File: config.mk
export PLATFORM = sky130hd
export DESIGN_NAME = vga_pattern_ctrl
export DESIGN_NICKNAME = d
export VERILOG_FILES = /design/src/rtl/vga_pkg.sv /design/src/rtl/rise_detect.sv /design/src/rtl/vga_pattern_ctrl.sv
export SDC_FILE = /design/constraint.sdc
export NUM_CORES = 1
export LEC_CHECK = 0
export CAP_MARGIN = 20
export CORE_MARGIN = 5
export CORE_UTILIZATION = 56
export DETAILED_ROUTE_END_ITERATION = 16
export PLACE_DENSITY_LB_ADDON = 0.2
export SYNTH_ARGS = -nofsm -noshare
export SYNTH_HDL_FRONTEND = slang
export SYNTH_SLANG_ARGS = --single-unit
export TNS_END_PERCENT = 30
File: constraint.sdc
create_clock -name CLK -period 4.7 [get_ports CLK]
set_input_delay 1.41 -clock CLK [delete_from_list [all_inputs] [get_ports CLK]]
set_output_delay 1.41 -clock CLK [all_outputs]
set_load 0.01 [all_outputs]
File: src/rtl/vga_pkg.sv
// -----------------------------------------------------------------------------
// vga_pkg
// Shared constants and types for the VGA test-pattern control path:
//   NUM_PATTERNS / PAT_W  - pattern count and pattern index width
//   CMD_*                 - ASCII command bytes accepted on the UART
//   ACK_BAD               - acknowledgement returned for an unknown byte
//   tx_state_t            - acknowledgement FSM state encoding
// -----------------------------------------------------------------------------
package vga_pkg;

    localparam int NUM_PATTERNS = 8;
    localparam int PAT_W        = 3;

    localparam logic [7:0] CMD_DIGIT0 = 8'h30;  // '0'; '0'..'7' select directly
    localparam logic [7:0] CMD_AUTO   = 8'h61;  // 'a'
    localparam logic [7:0] CMD_BLANK  = 8'h62;  // 'b'
    localparam logic [7:0] CMD_NEXT   = 8'h6E;  // 'n'
    localparam logic [7:0] CMD_PREV   = 8'h70;  // 'p'
    localparam logic [7:0] ACK_BAD    = 8'h3F;  // '?'

    typedef enum logic [1:0] {
        TX_IDLE = 2'd0,
        TX_WAIT = 2'd1,
        TX_HOLD = 2'd2
    } tx_state_t;

endpackage

File: src/rtl/rise_detect.sv
// -----------------------------------------------------------------------------
// rise_detect
// One-bit rising-edge detector. The previous level is registered; rise is high
// for the single cycle in which d is high and was low on the previous edge.
// The history register resets to 0, so a level already high when reset
// releases yields exactly one event.
// Ports:
//   clk  - clock
//   rst  - asynchronous active-high reset
//   d    - level input (already debounced / synchronous)
//   rise - one-cycle event on a 0->1 transition
// -----------------------------------------------------------------------------
module rise_detect (
    input  logic clk,
    input  logic rst,
    input  logic d,
    output logic rise
);

    logic prev;

    // NOTE: sequential state uses non-blocking assignments so every flop
    // samples pre-edge values, independent of statement order.
    always_ff @(posedge clk or posedge rst) begin
        if (rst) begin
            prev <= 1'b0;
        end else begin
            prev <= d;
        end
    end

    assign rise = d & ~prev;

endmodule

File: src/rtl/vga_pattern_ctrl.sv
// -----------------------------------------------------------------------------
// vga_pattern_ctrl
// Chooses the pattern index and blanking state shown by the pattern generator.
// Switch and UART requests update shadow registers (next_pattern, next_blank)
// and raise a pending flag; the shadows are committed only on i_Frame_Start so
// a frame is never torn. Auto mode advances the pattern every AUTO_FRAMES
// frames. Each UART command is acknowledged with one byte to the transmitter.
// Ports:
//   CLK, RST          - clock, asynchronous active-high reset
//   i_SW1..i_SW4      - debounced switches: next, previous, toggle auto, toggle blank
//   i_Rx_DV/i_Rx_Byte - received command strobe and byte
//   i_Frame_Start     - one-cycle strobe at pixel (0,0)
//   i_Tx_Active       - UART transmitter busy
//   o_Pattern/o_Blank - active pattern index and force-black
//   o_Auto            - auto-cycle enabled
//   o_Pending         - a change is waiting for the next frame start
//   o_Tx_DV/o_Tx_Byte - acknowledgement strobe and byte
// -----------------------------------------------------------------------------
module vga_pattern_ctrl
    import vga_pkg::*;
#(
    parameter int NUM_PATTERNS = vga_pkg::NUM_PATTERNS,
    parameter int AUTO_FRAMES  = 60,
    parameter int FRAME_CNT_W  = 6
) (
    input  logic             CLK,
    input  logic             RST,
    input  logic             i_SW1,
    input  logic             i_SW2,
    input  logic             i_SW3,
    input  logic             i_SW4,
    input  logic             i_Rx_DV,
    input  logic [7:0]       i_Rx_Byte,
    input  logic             i_Frame_Start,
    input  logic             i_Tx_Active,
    output logic [PAT_W-1:0] o_Pattern,
    output logic             o_Blank,
    output logic             o_Auto,
    output logic             o_Pending,
    output logic             o_Tx_DV,
    output logic [7:0]       o_Tx_Byte
);

    typedef logic [PAT_W-1:0] pat_t;

    function automatic pat_t pat_inc(input pat_t p);
        return (int'(p) == NUM_PATTERNS - 1) ? '0 : pat_t'(p + 1'b1);
    endfunction

    function automatic pat_t pat_dec(input pat_t p);
        return (p == '0) ? pat_t'(NUM_PATTERNS - 1) : pat_t'(p - 1'b1);
    endfunction

    // ---------------------------------------------------------------- edges
    logic sw1_rise, sw2_rise, sw3_rise, sw4_rise;

    rise_detect u_rise_sw1 (.clk(CLK), .rst(RST), .d(i_SW1), .rise(sw1_rise));
    rise_detect u_rise_sw2 (.clk(CLK), .rst(RST), .d(i_SW2), .rise(sw2_rise));
    rise_detect u_rise_sw3 (.clk(CLK), .rst(RST), .d(i_SW3), .rise(sw3_rise));
    rise_detect u_rise_sw4 (.clk(CLK), .rst(RST), .d(i_SW4), .rise(sw4_rise));

    // --------------------------------------------------------------- decode
    logic is_digit, is_auto, is_blank, is_next, is_prev, cmd_known;
    logic req_set, req_next, req_prev, req_auto, req_blank;

    always_comb begin
        is_digit  = (int'(i_Rx_Byte) >= int'(CMD_DIGIT0)) &&
                    (int'(i_Rx_Byte) <  int'(CMD_DIGIT0) + NUM_PATTERNS);
        is_auto   = (i_Rx_Byte == CMD_AUTO);
        is_blank  = (i_Rx_Byte == CMD_BLANK);
        is_next   = (i_Rx_Byte == CMD_NEXT);
        is_prev   = (i_Rx_Byte == CMD_PREV);
        cmd_known = is_digit | is_auto | is_blank | is_next | is_prev;

        // A UART strobe masks every switch event of the same cycle, even for
        // an unknown byte. SW1+SW2 together cancel out.
        req_set   = i_Rx_DV & is_digit;
        req_next  = i_Rx_DV ? is_next  : (sw1_rise & ~sw2_rise);
        req_prev  = i_Rx_DV ? is_prev  : (sw2_rise & ~sw1_rise);
        req_auto  = i_Rx_DV ? is_auto  : sw3_rise;
        req_blank = i_Rx_DV ? is_blank : sw4_rise;
    end

    // ------------------------------------------------ shadow / commit logic
    pat_t                   pattern_q, pattern_d, next_pat_q, next_pat_d;
    logic                   blank_q, blank_d, next_blank_q, next_blank_d;
    logic                   pending_q, pending_d, auto_q, auto_d;
    logic [FRAME_CNT_W-1:0] fcnt_q, fcnt_d;

    // NOTE: every always_comb output gets a default first, so no path can
    // leave a signal unassigned and infer a latch.
    always_comb begin
        pattern_d    = pattern_q;
        blank_d      = blank_q;
        next_pat_d   = next_pat_q;
        next_blank_d = next_blank_q;
        pending_d    = pending_q;
        auto_d       = auto_q;
        fcnt_d       = fcnt_q;

        // Frame start acts on state from before this cycle; a request that
        // arrives now lands in the shadows afterwards and waits a frame.
        if (i_Frame_Start) begin
            if (pending_q) begin
                pattern_d = next_pat_q;
                blank_d   = next_blank_q;
                pending_d = 1'b0;
                fcnt_d    = '0;
            end else if (auto_q) begin
                if (fcnt_q == FRAME_CNT_W'(AUTO_FRAMES - 1)) begin
                    next_pat_d = pat_inc(next_pat_q);
                    pattern_d  = pat_inc(next_pat_q);
                    fcnt_d     = '0;
                end else begin
                    fcnt_d = fcnt_q + 1'b1;
                end
            end
        end

        if (req_set)   next_pat_d   = pat_t'(i_Rx_Byte[PAT_W-1:0]);
        if (req_next)  next_pat_d   = pat_inc(next_pat_d);
        if (req_prev)  next_pat_d   = pat_dec(next_pat_d);
        if (req_blank) next_blank_d = ~next_blank_d;

        if (req_set | req_next | req_prev | req_blank) begin
            pending_d = 1'b1;
            fcnt_d    = '0;
        end

        if (req_auto) begin
            auto_d = ~auto_q;
            fcnt_d = '0;
        end
    end

    always_ff @(posedge CLK or posedge RST) begin
        if (RST) begin
            pattern_q    <= '0;
            blank_q      <= 1'b0;
            next_pat_q   <= '0;
            next_blank_q <= 1'b0;
            pending_q    <= 1'b0;
            auto_q       <= 1'b0;
            fcnt_q       <= '0;
        end else begin
            pattern_q    <= pattern_d;
            blank_q      <= blank_d;
            next_pat_q   <= next_pat_d;
            next_blank_q <= next_blank_d;
            pending_q    <= pending_d;
            auto_q       <= auto_d;
            fcnt_q       <= fcnt_d;
        end
    end

    assign o_Pattern = pattern_q;
    assign o_Blank   = blank_q;
    assign o_Auto    = auto_q;
    assign o_Pending = pending_q;

    // ------------------------------------------------------ acknowledgement
    tx_state_t  tx_state;
    logic       tx_requeue;  // command latched during TX_HOLD
    logic [7:0] ack_byte;

    assign ack_byte = cmd_known ? i_Rx_Byte : ACK_BAD;

    // o_Tx_Byte doubles as the latch: it changes only when a new ack is
    // captured, so it is stable across the o_Tx_DV pulse.
    always_ff @(posedge CLK or posedge RST) begin
        if (RST) begin
            tx_state   <= TX_IDLE;
            tx_requeue <= 1'b0;
            o_Tx_DV    <= 1'b0;
            o_Tx_Byte  <= 8'h00;
        end else begin
            o_Tx_DV <= 1'b0;
            if (i_Rx_DV) begin
                o_Tx_Byte <= ack_byte;
            end
            case (tx_state)
                TX_IDLE: begin
                    if (i_Rx_DV) tx_state <= TX_WAIT;
                end
                TX_WAIT: begin
                    // A fresh command restarts the wait with the newest byte.
                    if (!i_Rx_DV && !i_Tx_Active) begin
                        o_Tx_DV  <= 1'b1;
                        tx_state <= TX_HOLD;
                    end
                end
                TX_HOLD: begin
                    if (i_Tx_Active) begin
                        tx_state   <= (tx_requeue || i_Rx_DV) ? TX_WAIT : TX_IDLE;
                        tx_requeue <= 1'b0;
                    end else if (i_Rx_DV) begin
                        tx_requeue <= 1'b1;
                    end
                end
                default: tx_state <= TX_IDLE;
            endcase
        end
    end

endmodule

# After elaboration in Yosys (flattened, before gate mapping)
# Cells that the tools add are included.
# word_totals
regBits,32
in_bits,17
elab_cells,108
# classes
n_addsub,4
n_lt_le_gt_ge,2
n_eq_ne,12
mux,35
n_bitwise,22
n_reduce_logical,18
# op_table
operator,count
2-to-1 mux 3 bit,13
2-to-1 mux 6 bit,6
== test 8 x 7 -> 1 bit (second input constant),4
2-to-1 mux 1 bit,11
greater-or-equal comparator 8 x 6 -> 1 bit (second input constant),1
< comparator 8 x 6 -> 1 bit (second input constant),1
2-to-1 mux 8 bit,1
inverter 1 bit,8
nonzero test 2 bit,4
AND 1 bit,7
OR 1 bit,7
adder 3 x 1 -> 3 bit (second input constant),2
adder 6 x 1 -> 6 bit (second input constant),1
== test 3 x 1 -> 1 bit (second input constant),2
== test 6 bit (second input constant),1
2-to-1 mux 2 bit,3
!= test 2 bit (second input constant),3
one-hot mux 2 bit (3 select lines),1
AND reduction 2 bit,3
AND reduction 3 bit,2
nonzero test 4 bit,1
zero test 3 bit,1
nonzero test 3 bit,1
subtractor 3 x 1 -> 3 bit (second input constant),1
6 further kinds,8

# Depth between registers and ports, before layout
# Gate-level depths: netlist (run 1).
# logic_depth
word_depth,13
ltp_mapped,9
ltp_nobuf,9

# Cells and area by module
# A second synthesis (run 1) with hierarchy kept.
# unflattened
cells_unflattened,182
hier_area_um2,1824.2
# by_module_without_submodules
module,instances,cells_per_inst,area_each_um2,seq_area_each_um2
vga_pattern_ctrl,1,170,1654.1,700.7
rise_detect,4,3,42.5,25.0

# Worst setup path before layout (run 1)
# OpenSTA, ideal clock, no wires.
# synth_path
path_kind,input -> register
from,in i_Rx_Byte[7]
to,reg next_pat_q[2]
arrival_time_ns,3.166
path_slack_ns,1.454
cell_stages,8
n_path_buf,0
path_cell_list,nand3b_2 > or3_1 > a31oi_1 > ha_1 > mux2i_1 > ha_1 > ha_1 > mux2i_1
# synth_between
elab_chain_len,10
word_cells_on_any_way,17
classes_between,add/sub: 2; order compare: 2; eq/ne: 3; mux: 7; bitwise: 1; reduce/logical: 2
# synth_lines
item,line_no,source
from (decl),vga_pattern_ctrl.sv:33,"input logic [7:0] i_Rx_Byte,"
greater-or-equal comparator 8 x 6 -> 1 bit or < comparator 8 x 6 -> 1 bit (tied branches),"vga_pattern_ctrl.sv:67, vga_pattern_ctrl.sv:68",
logical AND 1 bit,vga_pattern_ctrl.sv:67,is_digit = (int'(i_Rx_Byte) >= int'(CMD_DIGIT0)) &&
AND 1 bit,vga_pattern_ctrl.sv:77,req_set = i_Rx_DV & is_digit;
2-to-1 mux 3 bit,vga_pattern_ctrl.sv:120,if (req_set) next_pat_d = pat_t'(i_Rx_Byte[PAT_W-1:0]);
adder 3 x 1 -> 3 bit or == test 3 x 1 -> 1 bit (tied branches),vga_pattern_ctrl.sv:47,return (int'(p) == NUM_PATTERNS - 1) ? '0 : pat_t'(p + 1'b1);
2-to-1 mux 3 bit,vga_pattern_ctrl.sv:47,
2-to-1 mux 3 bit,vga_pattern_ctrl.sv:121,if (req_next) next_pat_d = pat_inc(next_pat_d);
subtractor 3 x 1 -> 3 bit or zero test 3 bit (tied branches),vga_pattern_ctrl.sv:51,return (p == '0) ? pat_t'(NUM_PATTERNS - 1) : pat_t'(p - 1'b1);
2-to-1 mux 3 bit,vga_pattern_ctrl.sv:51,
2-to-1 mux 3 bit (*),vga_pattern_ctrl.sv:122,if (req_prev) next_pat_d = pat_dec(next_pat_d);
via next_pat_d[2],vga_pattern_ctrl.sv:85,"pat_t pattern_q, pattern_d, next_pat_q, next_pat_d;"
to (signal assigned),vga_pattern_ctrl.sv:148,next_pat_q <= next_pat_d;
to (decl),vga_pattern_ctrl.sv:85,
# The timed path passes the listed nets; every way through them passes the cells marked *.
# A chain may end at the register's enable or synchronous reset.

# Final worst setup path (run 1)
# layout_path
from,in i_Frame_Start
to,reg next_pat_q[2]
# layout_between
elab_chain_len,8
word_cells_on_any_way,10
classes_between,add/sub: 2; eq/ne: 1; mux: 6; reduce/logical: 1
# layout_lines
item,line_no,source
from (decl),vga_pattern_ctrl.sv:34,"input logic i_Frame_Start,"
2-to-1 mux 3 bit (*),vga_pattern_ctrl.sv:103,if (i_Frame_Start) begin
2-to-1 mux 3 bit (*),vga_pattern_ctrl.sv:120,
adder 3 x 1 -> 3 bit or == test 3 x 1 -> 1 bit (tied branches),vga_pattern_ctrl.sv:47,
2-to-1 mux 3 bit,vga_pattern_ctrl.sv:47,
2-to-1 mux 3 bit (*),vga_pattern_ctrl.sv:121,
subtractor 3 x 1 -> 3 bit or zero test 3 bit (tied branches),vga_pattern_ctrl.sv:51,
2-to-1 mux 3 bit,vga_pattern_ctrl.sv:51,
2-to-1 mux 3 bit (*),vga_pattern_ctrl.sv:122,
via next_pat_d[2],vga_pattern_ctrl.sv:85,
# Marked as above.

==> results.cfg, run 1 <==
[worst_setup_path]
crit_chain = clkdlybuf4s50_1 > nand4b_4 > or4_4 > a31oi_4 > ha_1 > mux2i_1 > ha_1 > ha_1 > mux2i_1
slowest_stage = clkdlybuf4s50_1
path_class = primary input to flop
required_ns = 4.96
r2r_slack_ns = 1.92
r2r_end = next_pat_q[2]
worst_setup_path_start_kind = primary input
crit_path_end = next_pat_q[2]
cp_common_cell = ha_1
rr_worst_depth = 9
critical_path.startpoint = i_Frame_Start
max_stage_delay_ns = 0.74
rr_startpoint = fcnt_q[0]
worst_ep_arrival_time_ns = 4.09
cp-end-kind = flop
worst-path-max-fanout = 12

[clock_tree]
htree_levels = 2
clk-insertion-delay-late_ns = 0.34
cts.sinks = 32
cts_inserted_buffers = 5
holdBufCountCts = 0
root_buffer = clkbuf_4
cts_tree = done
cts_resized = 0
postCtsSetupBuffers = 0
cts.path.max_buffers = 2
path_clk_slew_ns = 0.10

[detailed_routing]
viasPerCell = 5.59
drt.antenna.violating_nets = 0
drtPass1Iterations = 4
vias = 1397
wl_per_cell_um = 14.6
drtIter0Drc = 49
routed_wirelength_mm = 3.65
drc_errors = 0

[yosys]
synth_top_area_share_pct = 45.5
synth_nets = 194
ys_async_sr_fraction_pct = 100
yosysSeqAreaShare_pct = 45.5
synth_seq_cells = 32
synthCells = 171
netlist-cell-type-count = 45
synth_area_um2 = 1760
syn_avg_cell_area_um2 = 10.3
synth_top_area_cell = dfrtp_1
synth_flop_cell = dfrtp_1
synth_edf_count = 0
synth-warning-count = 0
synth_area_leaders = dfrtp_1 46%, ha_1 4.3%, a21oi_1 3.4%, mux2_2 3.2%, o21ai_0 2.8%

[power_and_ir_drop]
worst_ir_drop_vdd_mv = 0.310
powerDensity_nw_per_um2 = 379
p_leak_nw = 0.887
fin_total_pwr_mw = 0.825

[sta]
rsz0062_at_grt = no
final_hold_viol_count = 0
period_share_pct = 81.5
final.setup.tns_ns = 0
tightestPinTransition_ns = 0.685
fin_crit_ns = 3.83
max-slew-margin-rel_pct = 54.3
fmax_ghz = 0.261
finalSetupViolCount = 0
skew_ns = 0.00892
drv_slew = 0

[finish]
drive_gt1_share_pct = 11.2
final_common_cell = dfrtp_1
final_cell_mix = 32 x dfrtp_1, 31 x clkdlybuf4s50_1, 12 x a21oi_1, 10 x o21ai_0, 9 x inv_1
diodes = 0
nNetsFinal = 228
finalCoreUtilization_pct = 71.9
syn2layout_area_growth_pct = 23.7
fill_cells = 229

[floorplanning]
io_pins = 32
row_count = 20
die_y_um = 66.1
dieArea_um2 = 4360
die_w_um = 66.1
coreArea_um2 = 3030
initial_core_util_pct = 58.1

[global_route]
grt_max_degree = 33
grt_use_met1_pct = 23.6
grt_pass1_vias = 1396
grt_busiest_layer = met2
met2_usage_pct = 31.3
grt_util_all_layers_pct = 19.6
globalRouteMet3Util_pct = 6.29
antenna_found_initial = 0
grt-ovfl-total = 0
grt_pass1_wl_mm = 6.44

[place]
routabilityCongestion = 0.886
dpl.hpwl_mm = 2.71
io_buffers = 31

[hold_path]
worstHoldPathType = flop to flop
worstHoldStart = next_blank_q

[run]
drv_cap = 0

[run_status]
outcome = complete, no violations
## logic make-up after synthesis
kind of cell | synth area share (%)
buf+inv | 3.34
compound gates | 14.9
simple gates | 22.0
xor+xnor | 4.41
flops | 45.5
mux | 5.48
fa+ha+maj | 4.27
## worst min path at each step
| stage | endpoint | slack, ns | cells past startpoint |
|---|---|---|---|
| final | next_blank_q | 0.48 | 1 |
| after global routing | next_blank_q | 0.50 | 1 |
| after CTS | next_blank_q | 0.49 | 1 |
| after detailed placement | o_Tx_Byte[5] | 0.46 | 1 |
| after global placement | o_Tx_Byte[5] | 0.45 | 1 |
| after floorplan | next_blank_q | 0.44 | 1 |
## synth_stat cells, types with 2 or more instances
master,count
inv_1,9
nand3_1,2
a31oi_1,3
xor2_1,3
clkbuf_1,4
nand2_1,7
xnor2_1,4
mux2i_1,4
o21ai_0,10
nor3b_1,5
and3b_1,2
nor2b_1,5
nor2_1,8
o22a_1,5
dfrtp_1,32
o22ai_1,2
ha_1,6
nand2b_1,7
nor4_1,4
mux2_2,5
nand4_1,3
a21oi_1,12
buf_2,2
nor3_1,6
## final cells by class
class	instances	area [um2]	area share (%)
multi-input combinational	124	900	41.3
sequential	32	801	36.8
clock inverter	2	10.0	0.460
clock buffer	6	51.3	2.36
inverter	9	33.8	1.55
tap	44	55.1	2.53
timing repair buffer	33	325	15.0
## worst max-delay path, delay by kind of cell
family,cells,cell delay (ns)
buffers and inverters,1,0.74
AND/OR/NAND/NOR,2,0.68
adder cells (fa/ha/maj),3,0.70
AO/OA/AOI/OAI,1,0.24
multiplexers,2,0.33
## state kept, by name, summed over array words and instances (netlist names), 2 cells and up
register,count
fcnt_q,6
next_pat_q,3
o_Pattern,3
o_Tx_Byte,8
tx_state,2
## power breakdown
group	total, mW	switching [mW]	leakage (nW)	internal (mW)
clock network	0.163	0.0921	0.0380	0.0711
registers	0.383	0.0559	0.379	0.327
logic	0.278	0.124	0.471	0.155
total	0.825	0.272	0.887	0.553
## metal layers
metal,wire length (um),vias to the layer above
met5,0,-
met3,189,7
met2,1760,33
met1,1610,664
met4,82,0
li1,-,693
## metrics by stage
| step | setup slack, ns | cells | cell area [um2] | hold slack (ns) |
|---|---|---|---|---|
| 2_1_floorplan | 1.45 | 171 | 1760 | 0.443 |
| 3_3_place_gp | 0.683 | 242 | 2110 | 0.452 |
| 3_5_place_dp | 0.533 | 242 | 2110 | 0.461 |
| 4_1_cts | 0.917 | 250 | 2180 | 0.486 |
| 5_1_grt | 0.759 | 250 | 2180 | 0.496 |
| 6_report | 0.869 | 250 | 2180 | 0.484 |
Power figures use the tool's default switching activity.
==> run 2, diff against run 1 <==
--- a/config.mk
+++ b/config.mk
@@ -7,7 +7,7 @@
 export LEC_CHECK = 0
 export CAP_MARGIN = 20
 export CORE_MARGIN = 5
-export CORE_UTILIZATION = 56
+export CORE_UTILIZATION = 52
 export DETAILED_ROUTE_END_ITERATION = 16
 export PLACE_DENSITY_LB_ADDON = 0.2
 export SYNTH_ARGS = -nofsm -noshare
==> constraint.sdc (replaced) <==
create_clock -name CLK -period 3.9 [get_ports CLK]
set_input_delay 1.17 -clock CLK [delete_from_list [all_inputs] [get_ports CLK]]
set_output_delay 1.17 -clock CLK [all_outputs]
set_load 0.01 [all_outputs]
==> results.cfg, run 2 (same netlist as run 1, synthesis figures left out) <==
[run_status]
outcome = complete, no violations

[floorplanning]
io_pins = 32
coreArea_um2 = 3310
row_count = 21
die_w_um = 68.2
initial_core_util_pct = 53.1
die_y_um = 68.2
dieArea_um2 = 4650

[sta]
fin_ws_ns = 0.586
rsz0062_at_grt = no
final_hold_viol_count = 0
fin_crit_ns = 3.31
skew_ns = 0.0128
fmax_ghz = 0.302
finalSetupViolCount = 0
drv_slew = 0
period_share_pct = 85.0
holdWs_ns = 0.475
max-slew-margin-rel_pct = 57.3
tightestPinTransition_ns = 0.641
final.setup.tns_ns = 0

[worst_setup_path]
max_stage_delay_ns = 0.60
worst-path-max-fanout = 7
slowest_stage = clkdlybuf4s50_1
cp_common_cell = ha_1
crit_chain = clkdlybuf4s50_1 > nand2b_1 > or3_1 > a31oi_1 > ha_1 > mux2i_1 > ha_1 > ha_1 > mux2i_1
required_ns = 4.16
worst_ep_arrival_time_ns = 3.58
path_class = primary input to flop
worst_setup_path_start_kind = primary input
crit_buf_inv = 1
crit_family = adder cells
cp-end-kind = flop

[clock_tree]
path_clk_slew_ns = 0.11
cts.path.max_buffers = 2
clk-insertion-delay-late_ns = 0.33
cts_inserted_buffers = 5
cts.sinks = 32
holdBufCountCts = 0
cts_tree = done
htree_levels = 2
cts_resized = 0
root_buffer = clkbuf_4
postCtsSetupBuffers = 0

[detailed_routing]
vias = 1431
drtIter0Drc = 87
wl_per_cell_um = 14.2
drc_errors = 0
viasPerCell = 5.66
routed_wirelength_mm = 3.59
drt.antenna.violating_nets = 0
drtPass1Iterations = 4

[power_and_ir_drop]
p_seq_share_pct = 43.6
swShare_pct = 31.7
powerDensity_nw_per_um2 = 478
worst_ir_drop_vdd_mv = 0.303
p_leak_nw = 0.896
fin_total_pwr_mw = 1.05
power.internal_mw = 0.718
p_clk_share_pct = 23.5
switchingPower_mw = 0.334
comb_power_share_pct = 32.9

[finish]
top_regs = o_Tx_Byte x8, fcnt_q x6
nNetsFinal = 229
design_area_um2 = 2200
finalCoreUtilization_pct = 66.5
final_cell_mix = 32 x dfrtp_1, 31 x clkdlybuf4s50_1, 12 x a21oi_1, 10 x o21ai_0, 9 x inv_1
syn2layout_area_growth_pct = 25.1
top_register = o_Tx_Byte
stdcell_count = 253
drive_gt1_share_pct = 11.1
diodes = 0
final_common_cell = dfrtp_1
largest_reg_flops = 8

[hold_path]
worstHoldPathType = flop to flop

[global_route]
grt-ovfl-total = 0
grt_util_all_layers_pct = 17.3
grt_max_degree = 33
grt_pass1_wl_mm = 6.15
antenna_found_initial = 0
grt_pass1_vias = 1463

[place]
placedCellCount = 245
post-place-ws_ns = 0.231
placed_cell_area_um2 = 2120
routabilityCongestion = 0.825
dpl.hpwl_mm = 2.67
io_buffers = 31

[run]
drv_cap = 0
-- run 2: cell type report --
class,count,area (um2)
Fill cell,285,1110
Multi-Input combinational cell,124,900
Sequential cell,32,801
Timing Repair Buffer,34,333
Tap cell,46,57.6
Clock buffer,6,41.3
Clock inverter,2,35.0
Inverter,9,33.8
-- run 2: routing by layer --
metal	share of wire, %	global-route usage, %
met1	43	19.8
met2	49	31.5
met3	6.7	4.27
met4	1.5	5.46
met5	0	0
-- run 2: power groups by stage --
| stage | clock [mW] | combinational [mW] | sequential [mW] |
|---|---|---|---|
| 5_1_grt | 0.272 | 0.384 | 0.470 |
| 4_1_cts | 0.251 | 0.351 | 0.460 |
| 3_3_place_gp | 0 | 0.330 | 0.464 |
| 2_1_floorplan | 0 | 0.219 | 0.453 |
| 6_report | 0.247 | 0.346 | 0.459 |
| 3_5_place_dp | 0 | 0.347 | 0.464 |
-- run 2: worst paths after layout --
kind | cells after the start | endpoint | slack, ns | start
max in group asynchronous | 3 | fcnt_q[1] | 2.39 | RST
worst min-delay path | 1 | next_blank_q | 0.47 | next_blank_q
worst min register to register | 1 | next_blank_q | 0.47 | next_blank_q
min in group asynchronous | 3 | fcnt_q[5] | 1.21 | RST
worst max register to register | 9 | next_pat_q[2] | 1.17 | fcnt_q[0]
worst max-delay path | 9 | next_pat_q[2] | 0.59 | i_Rx_Byte[4]
